**src/rtl/fetcher.sv**
```systemverilog
// Instruction fetch unit: owns the PC, issues single outstanding icache
// requests, applies the predictor decision and pushes fetched instructions
// (with their predicted next PC) into the instruction queue. A ROB flush
// redirects the PC; an in-flight icache response is drained and discarded.
module fetcher #(
  parameter logic [31:0] RESET_PC = 32'h0
) (
  input  logic        clockIn,
  input  logic        resetIn,
  output logic        fetchValid,
  output logic [31:0] fetchAddr,
  input  logic        icacheValid,
  input  logic [31:0] icacheInstr,
  output logic [31:0] predAddr,
  input  logic        jumpIn,
  input  logic        queueFull,
  output logic        instrOutValid,
  output logic [31:0] instrOut,
  output logic [31:0] pcOut,
  output logic        predTakenOut,
  output logic [31:0] nextPCOut,
  input  logic        flushValid,
  input  logic [31:0] flushPC
);

  typedef enum logic [1:0] {
    ISSUE   = 2'd0,
    WAIT    = 2'd1,
    PREDICT = 2'd2,
    DRAIN   = 2'd3
  } state_t;

  localparam logic [6:0] OP_JAL    = 7'b1101111;
  localparam logic [6:0] OP_BRANCH = 7'b1100011;

  state_t      state_reg, state_next;
  logic [31:0] pc_reg, pc_next;
  logic [31:0] instr_reg, instr_next;
  logic        out_valid_reg;
  logic [31:0] out_instr_reg;
  logic [31:0] out_pc_reg;
  logic        out_taken_reg;
  logic [31:0] out_next_pc_reg;

  logic        push;
  logic        fetch_req;
  logic [31:0] imm_b;
  logic [31:0] imm_j;
  logic [31:0] pred_pc;
  logic        pred_taken;

  // Predicted next PC and direction for the latched instruction.
  always_comb begin
    imm_b      = {{19{instr_reg[31]}}, instr_reg[31], instr_reg[7],
                  instr_reg[30:25], instr_reg[11:8], 1'b0};
    imm_j      = {{11{instr_reg[31]}}, instr_reg[31], instr_reg[19:12],
                  instr_reg[20], instr_reg[30:21], 1'b0};
    pred_pc    = pc_reg + 32'd4;
    pred_taken = 1'b0;
    if (instr_reg[6:0] == OP_JAL) begin
      pred_pc    = pc_reg + imm_j;
      pred_taken = 1'b1;
    end else if (instr_reg[6:0] == OP_BRANCH && jumpIn) begin
      pred_pc    = pc_reg + imm_b;
      pred_taken = 1'b1;
    end
  end

  // Next-state logic; a flush overrides any push and redirects the PC.
  always_comb begin
    state_next = state_reg;
    pc_next    = pc_reg;
    instr_next = instr_reg;
    push       = 1'b0;
    fetch_req  = 1'b0;
    case (state_reg)
      ISSUE: begin
        fetch_req  = 1'b1;
        state_next = flushValid ? DRAIN : WAIT;
      end
      WAIT: begin
        if (flushValid) begin
          state_next = icacheValid ? ISSUE : DRAIN;
        end else if (icacheValid) begin
          instr_next = icacheInstr;
          state_next = PREDICT;
        end
      end
      PREDICT: begin
        if (flushValid) begin
          state_next = ISSUE;
        end else if (!queueFull) begin
          push       = 1'b1;
          pc_next    = pred_pc;
          state_next = ISSUE;
        end
      end
      DRAIN: begin
        // The outstanding response is discarded; a flush only retargets pc.
        if (icacheValid) begin
          state_next = ISSUE;
        end
      end
      default: state_next = ISSUE;
    endcase
    if (flushValid) begin
      pc_next = flushPC;
    end
  end

  // State, PC and registered queue-push outputs.
  always_ff @(posedge clockIn) begin
    if (!resetIn) begin
      state_reg       <= ISSUE;
      pc_reg          <= RESET_PC;
      instr_reg       <= 32'h0;
      out_valid_reg   <= 1'b0;
      out_instr_reg   <= 32'h0;
      out_pc_reg      <= 32'h0;
      out_taken_reg   <= 1'b0;
      out_next_pc_reg <= 32'h0;
    end else begin
      state_reg     <= state_next;
      pc_reg        <= pc_next;
      instr_reg     <= instr_next;
      out_valid_reg <= push;
      if (push) begin
        out_instr_reg   <= instr_reg;
        out_pc_reg      <= pc_reg;
        out_taken_reg   <= pred_taken;
        out_next_pc_reg <= pred_pc;
      end
    end
  end

  // Request strobe is suppressed while reset is held so outputs read 0.
  assign fetchValid    = fetch_req & resetIn;
  assign fetchAddr     = pc_reg;
  assign predAddr      = pc_reg;
  assign instrOutValid = out_valid_reg;
  assign instrOut      = out_instr_reg;
  assign pcOut         = out_pc_reg;
  assign predTakenOut  = out_taken_reg;
  assign nextPCOut     = out_next_pc_reg;

endmodule

```
**config.mk**
```make
export PLATFORM = sky130hd
export DESIGN_NAME = fetcher
export DESIGN_NICKNAME = d
export VERILOG_FILES = /design/src/rtl/fetcher.sv
export SDC_FILE = /design/constraint.sdc
export NUM_CORES = 1
export LEC_CHECK = 0
export CAP_MARGIN = 20
export CORE_MARGIN = 2
export CORE_UTILIZATION = 35
export CTS_CLUSTER_DIAMETER = 150
export CTS_CLUSTER_SIZE = 20
export DETAILED_ROUTE_END_ITERATION = 8
export MAX_ROUTING_LAYER = met4
export PLACE_DENSITY_LB_ADDON = 0.2
export SLEW_MARGIN = 20
export SYNTH_ARGS = -nofsm -noshare
export SYNTH_HDL_FRONTEND = slang
export SYNTH_SLANG_ARGS = --single-unit
```
**constraint.sdc**
```tcl
create_clock -name clockIn -period 9.8 [get_ports clockIn]
set_input_delay 2.45 -clock clockIn [delete_from_list [all_inputs] [get_ports clockIn]]
set_output_delay 2.45 -clock clockIn [all_outputs]
set_load 0.05 [all_outputs]
```
* Yosys cells after proc, flatten, opt, wreduce, memory -nomap -nowiden *
Cells that the tools add are included.

operators by class
  $add $sub $neg = 3
  multipliers = 0
  div/mod/pow operators = 0
  order comparisons = 0
  equal/unequal tests = 9
  shift operators = 0
  muxes and demuxes = 19
  bitwise gates (word level) = 2
  reductions and logical operators = 6

operators by type and width
  cell                   number
  $mux 32                5
  $add 32x32->32         2
  $add 32x3->32 const B  1
  $eq 7x7->1 const B     2
  $mux 2                 7
  $pmux 2 s4             1
  $mux 1                 6
  $ne 3x3->1 const B     2
  $reduce_and 3->1       2
  $eq 2x2->1 const B     2
  $eq 2x1->1 const B     1
  $logic_not 2->1        1
  $ne 2x1->1 const B     1
  $ne 2x2->1 const B     1
  $reduce_and 2->1       1
  $reduce_bool 2->1      1
  $and 1x1->1            1
  $logic_and 1x1->1      1
  $not 1->1              1

storage, ports and cells
  register bits = 164
  bits in latches = 0
  RAM bits = 0
  bits in read-only memories = 0
  input port bits = 70
  output and inout bits = 163
  memories kept = 0

* Longest topological paths before layout *
  word-level depth = 7
  mapped depth = 11
  gate-level depth less buffers = 11

* Worst setup path before layout *
OpenSTA, ideal clock, no wires.

  path type = in2out
  start = in resetIn
  end = out fetchValid
  arrival time = 4164 ps
  required time = 7350 ps
  path slack = 3186 ps
  cell stages on the path = 4
  buffers on the path = 2
  cells stage by stage = clkbuf_1 > clkinv_1 > clkbuf_1 > nor3_1

between the ends
  longest elaborated chain between the ends = 1

RTL lines
  item             line  RTL
  start, declared  9     input logic resetIn,
  $and 1x1->1      137   assign fetchValid = fetch_req & resetIn;
  end, declared    10    output logic fetchValid,

No other way between the ends.

* Final worst setup path *
Ends and elaborated chain as after synthesis.

==> parameters.txt <==
Parameter                              Value

Detailed routing
  Vias per inst ... about 5.5
  First drt pass iteration count ... 5
  Iter 0 DRT Violations ... around 890
  Vias post-DR ... around 11k
  Post-route DRC violation count ... 0
  DRT Wirelength ... roughly 40,000 um
  Routed wire length per instance ... between 20 and 25 um
  Detail Route Antenna Nets ... 0

Global route
  GRT Residual Overflow ... 0
  Maximum number of pins on one net before global-route repair ... slightly below 80
  Combined global-route utilization of all metal layers ... between 20% and 30%
  First-pass GRT wire length ... 60,900 um
  Number of antenna violations at the first check in global routing ... 0
  Number of global-route vias before repair ... 10.4k

Floorplan
  Area of the die ... roughly 31,000 um^2
  Starting Density ... around 36%
  Total number of placement rows ... 62
  Die outline width ... between 150 and 200 um
  Ports ... about 230
  Die Span Y ... 176 um
  Area of the placeable core ... ~29,000 um^2

Synth
  Syn_nets ... 1,520
  Share of flip-flops with an asynchronous set or reset after synthesis ... 0%
  Sequential cell area fraction in the yosys report ... roughly a third
  Instance count of the mapped netlist ... 1,404
  Post-synth cell types ... 76
  Leading register cell type out of synthesis ... sky130_fd_sc_hd__dfxtp_1
  Ys Warns ... 0
  Netlist area before placement ... around 10,000 um^2
  Average footprint of a synthesized cell ... between 7 and 8 um^2
  Main combinational cell family by area after synthesis ... compound AO/OA/AOI/OAI gates
  Synth Area in Adders ... approximately 5.7%
  Flip-flop and latch count after synthesis ... between 150 and 200
  Fraction of synthesized area in multiplexers ... less than 1%
  Number of synthesized flops with an enable pin ... 0
  Simple-gate share of the synthesized area ... 24.5%
  Post-synthesis compound-gate area fraction ... a little over a quarter
  Share of the synthesized netlist area taken by xor and xnor gates ... approximately 4.2%

Clock tree
  Post-CTS sizing ... 0
  Clock-pin slew reported for the worst setup and hold paths after clock tree synthesis ... roughly 0.08 ns
  Root buffer cell ... sky130_fd_sc_hd__clkbuf_16
  Count of clock tree sinks ... roughly 160
  Total of hold buffers inserted after clock tree synthesis ... 0
  TritonCTS clock tree ... done
  Clock Tree Buf Depth ... 2
  Clock Latency Late Sink ... 0.46 ns
  Number of CTS-inserted buffers ... 17
  Post-CTS Setup Inserts ... 0
  H-tree lvl count ... 4

STA
  Top achievable clock speed ... 152 MHz
  Final count of negative-setup-slack endpoints ... 0
  Portion of the clock cycle consumed by the worst path in the final layout ... about two thirds
  Shortest period the worst path allows ... ~6.6 ns
  Slew at the pin with the worst max-slew slack ... ~1.1 ns
  Max-slew headroom at the worst pin ... 26.7%
  Clock Skews ... 0.0257 ns
  Fin. Hold Viols ... 0
  Fin. max-slew vios ... 0
  Post-Route Setup TNS ... 0 ns
  Unrepaired setup endpoints after global routing ... no

Power and ir drop
  Comb power frac ... between 20 and 25%
  Maximum VDD drop ... a little over 0.09 mV
  Net Switching ... 0.000726 W
  Leakage dissipation ... ~5.0 nW
  Switching power share of the total ... a little under two fifths
  Internal Pwr Total ... approximately 0.0012 W
  Sequential share of power ... 39.0%
  Share of power burned in the clock network ... approximately 37%
  Total power per unit cell area ... about 150 nW/um^2

Cells and area
  Fraction of final layout cells with drive strength greater than 1 ... 4.41%
  End-of-flow core utilization ... between 40% and 50%
  ANT cells ... 0
  Number of fillers in the final layout ... between 2k and 3k
  Growth of design area from synthesis to finish ... 28.8%
  Most frequent standard cell in the layout excluding fill and tap cells ... sky130_fd_sc_hd__nand2_1
  NumNets Final ... about 1.7k
  Highest-count cells in the layout ignoring fill and taps ... sky130_fd_sc_hd__nand2_1, sky130_fd_sc_hd__clkdlybuf4s50_1, sky130_fd_sc_hd__dfxtp_1

Critical path
  Critical path class ... in -> out
  Req. time, crit path ... roughly 7.4 ns
  Crit start category ... input pin
  Sequence of cells on the critical path ... buf_2 > buf_4 > inv_2 > nor3_1 > clkdlybuf4s50_1
  Number of buffer and inverter instances along the worst setup path ... 4
  Arrival time worst endpoint ... approximately 4 ns
  Critical path capture point type ... output port
  Crit-path max cell delay ... between 0.8 and 0.9 ns
  Family with the most delay on the worst path ... buffers and inverters
  Reg2Reg Setup Slack ... between 5 and 6 ns
  Worst-path fanout max ... 65
  Cell with the largest stage delay on the worst path ... sky130_fd_sc_hd__clkdlybuf4s50_1

Placement
  Number of buffer cells added on primary ports ... 232
  DP Wirelength ... between 20,000 and 30,000 um
  Placer's final routability congestion estimate ... 0.927

Worst hold path
  Type of the tightest min-delay check ... reg -> reg

Outcome
  Result of the run ... completed

Flow run
  # Max-Cap Violations ... 0
## worst paths after layout
| kind | startpoint | to | cells after the start |
|---|---|---|---|
| max | resetIn | fetchValid | 5 |
| min reg2reg | nextPCOut[26] | nextPCOut[26] | 2 |
| min | nextPCOut[26] | nextPCOut[26] | 2 |
| max reg2reg | fetchAddr[8] | fetchAddr[19] | 8 |
## power by group through the flow
stage / registers, W / clock network [W] / logic (W)
after floorplan: 0.000822 / 0 / 0.000241
after global placement: 0.000768 / 0 / 0.000462
after detailed placement: 0.000768 / 0 / 0.000464
after CTS: 0.000753 / 0.000727 / 0.000466
after global routing: 0.000758 / 0.000751 / 0.000497
final: 0.000753 / 0.000714 / 0.000465
## layout make-up
type	count	area, um^2	area share [%]
clock inverters	15	203	1.52
well taps	384	480	3.61
clock buffers	17	425	3.20
multi-input cells	1098	6410	48.2
inverters	21	78.8	0.593
flip-flops and latches	163	3260	24.5
repair buffers	249	2440	18.3
## synth_stat cells, types with 19 or more instances
library cell               count  area (um^2)
sky130_fd_sc_hd__clkbuf_1     84          315
sky130_fd_sc_hd__a21oi_1     145          726
sky130_fd_sc_hd__a21boi_0     36          270
sky130_fd_sc_hd__inv_1        19         71.3
sky130_fd_sc_hd__o21a_1       20          150
sky130_fd_sc_hd__nand2_1     331         1240
sky130_fd_sc_hd__nand3_1      35          175
sky130_fd_sc_hd__nand4_1      24          150
sky130_fd_sc_hd__o211ai_1     24          180
sky130_fd_sc_hd__dfxtp_1     163         3260
sky130_fd_sc_hd__a21o_1       32          240
sky130_fd_sc_hd__ha_1         44          551
sky130_fd_sc_hd__xor2_1       25          219
sky130_fd_sc_hd__xnor2_1      25          219
sky130_fd_sc_hd__o21ai_0      65          325
sky130_fd_sc_hd__nor3_1       20          100
sky130_fd_sc_hd__and3_1       22          138
sky130_fd_sc_hd__nor2_1       77          289
sky130_fd_sc_hd__buf_4        37          278
## metal layers
layer	track usage, %	wire length, um
met5	-	0
met4	9.33	1300
met3	3.42	2210
met2	43.7	19300
met1	32.8	17200
## logic make-up (layout without fill, tap and decap cells)
family | after synthesis | in the layout
adders and majority gates | 46 | 46
AOI/OAI and AO/OA | 424 | 424
DFF | 163 | 163
and+or+nand+nor | 569 | 569
muxes | 9 | 9
buffers and inverters | 143 | 302
xor gates and xnor gates | 50 | 50
## worst reg2reg max path, stage by stage (launching register included)
cell and delay, ns:
sky130_fd_sc_hd__dfxtp_1 0.70, sky130_fd_sc_hd__ha_1 0.47, sky130_fd_sc_hd__a21oi_1 0.37, sky130_fd_sc_hd__o21a_1 0.35, sky130_fd_sc_hd__o2111ai_1 0.20, sky130_fd_sc_hd__a221oi_1 0.96, sky130_fd_sc_hd__xnor2_1 0.27, sky130_fd_sc_hd__a221oi_1 0.50
sky130_fd_sc_hd__o21ai_0 0.15
## through the flow
step	total power (W)	setup slack, ns	cells	instance area (um^2)	hold slack, ns
2_1_floorplan	0.00106	3.19	1404	10300	0.441
3_3_place_gp	0.00123	3.21	1915	12700	0.434
3_5_place_dp	0.00123	3.19	1915	12700	0.435
4_1_cts	0.00195	3.18	1947	13300	0.448
5_1_grt	0.00201	3.12	1947	13300	0.466
6_report	0.00193	3.24	1947	13300	0.445
(Power assumes the default switching activity.)
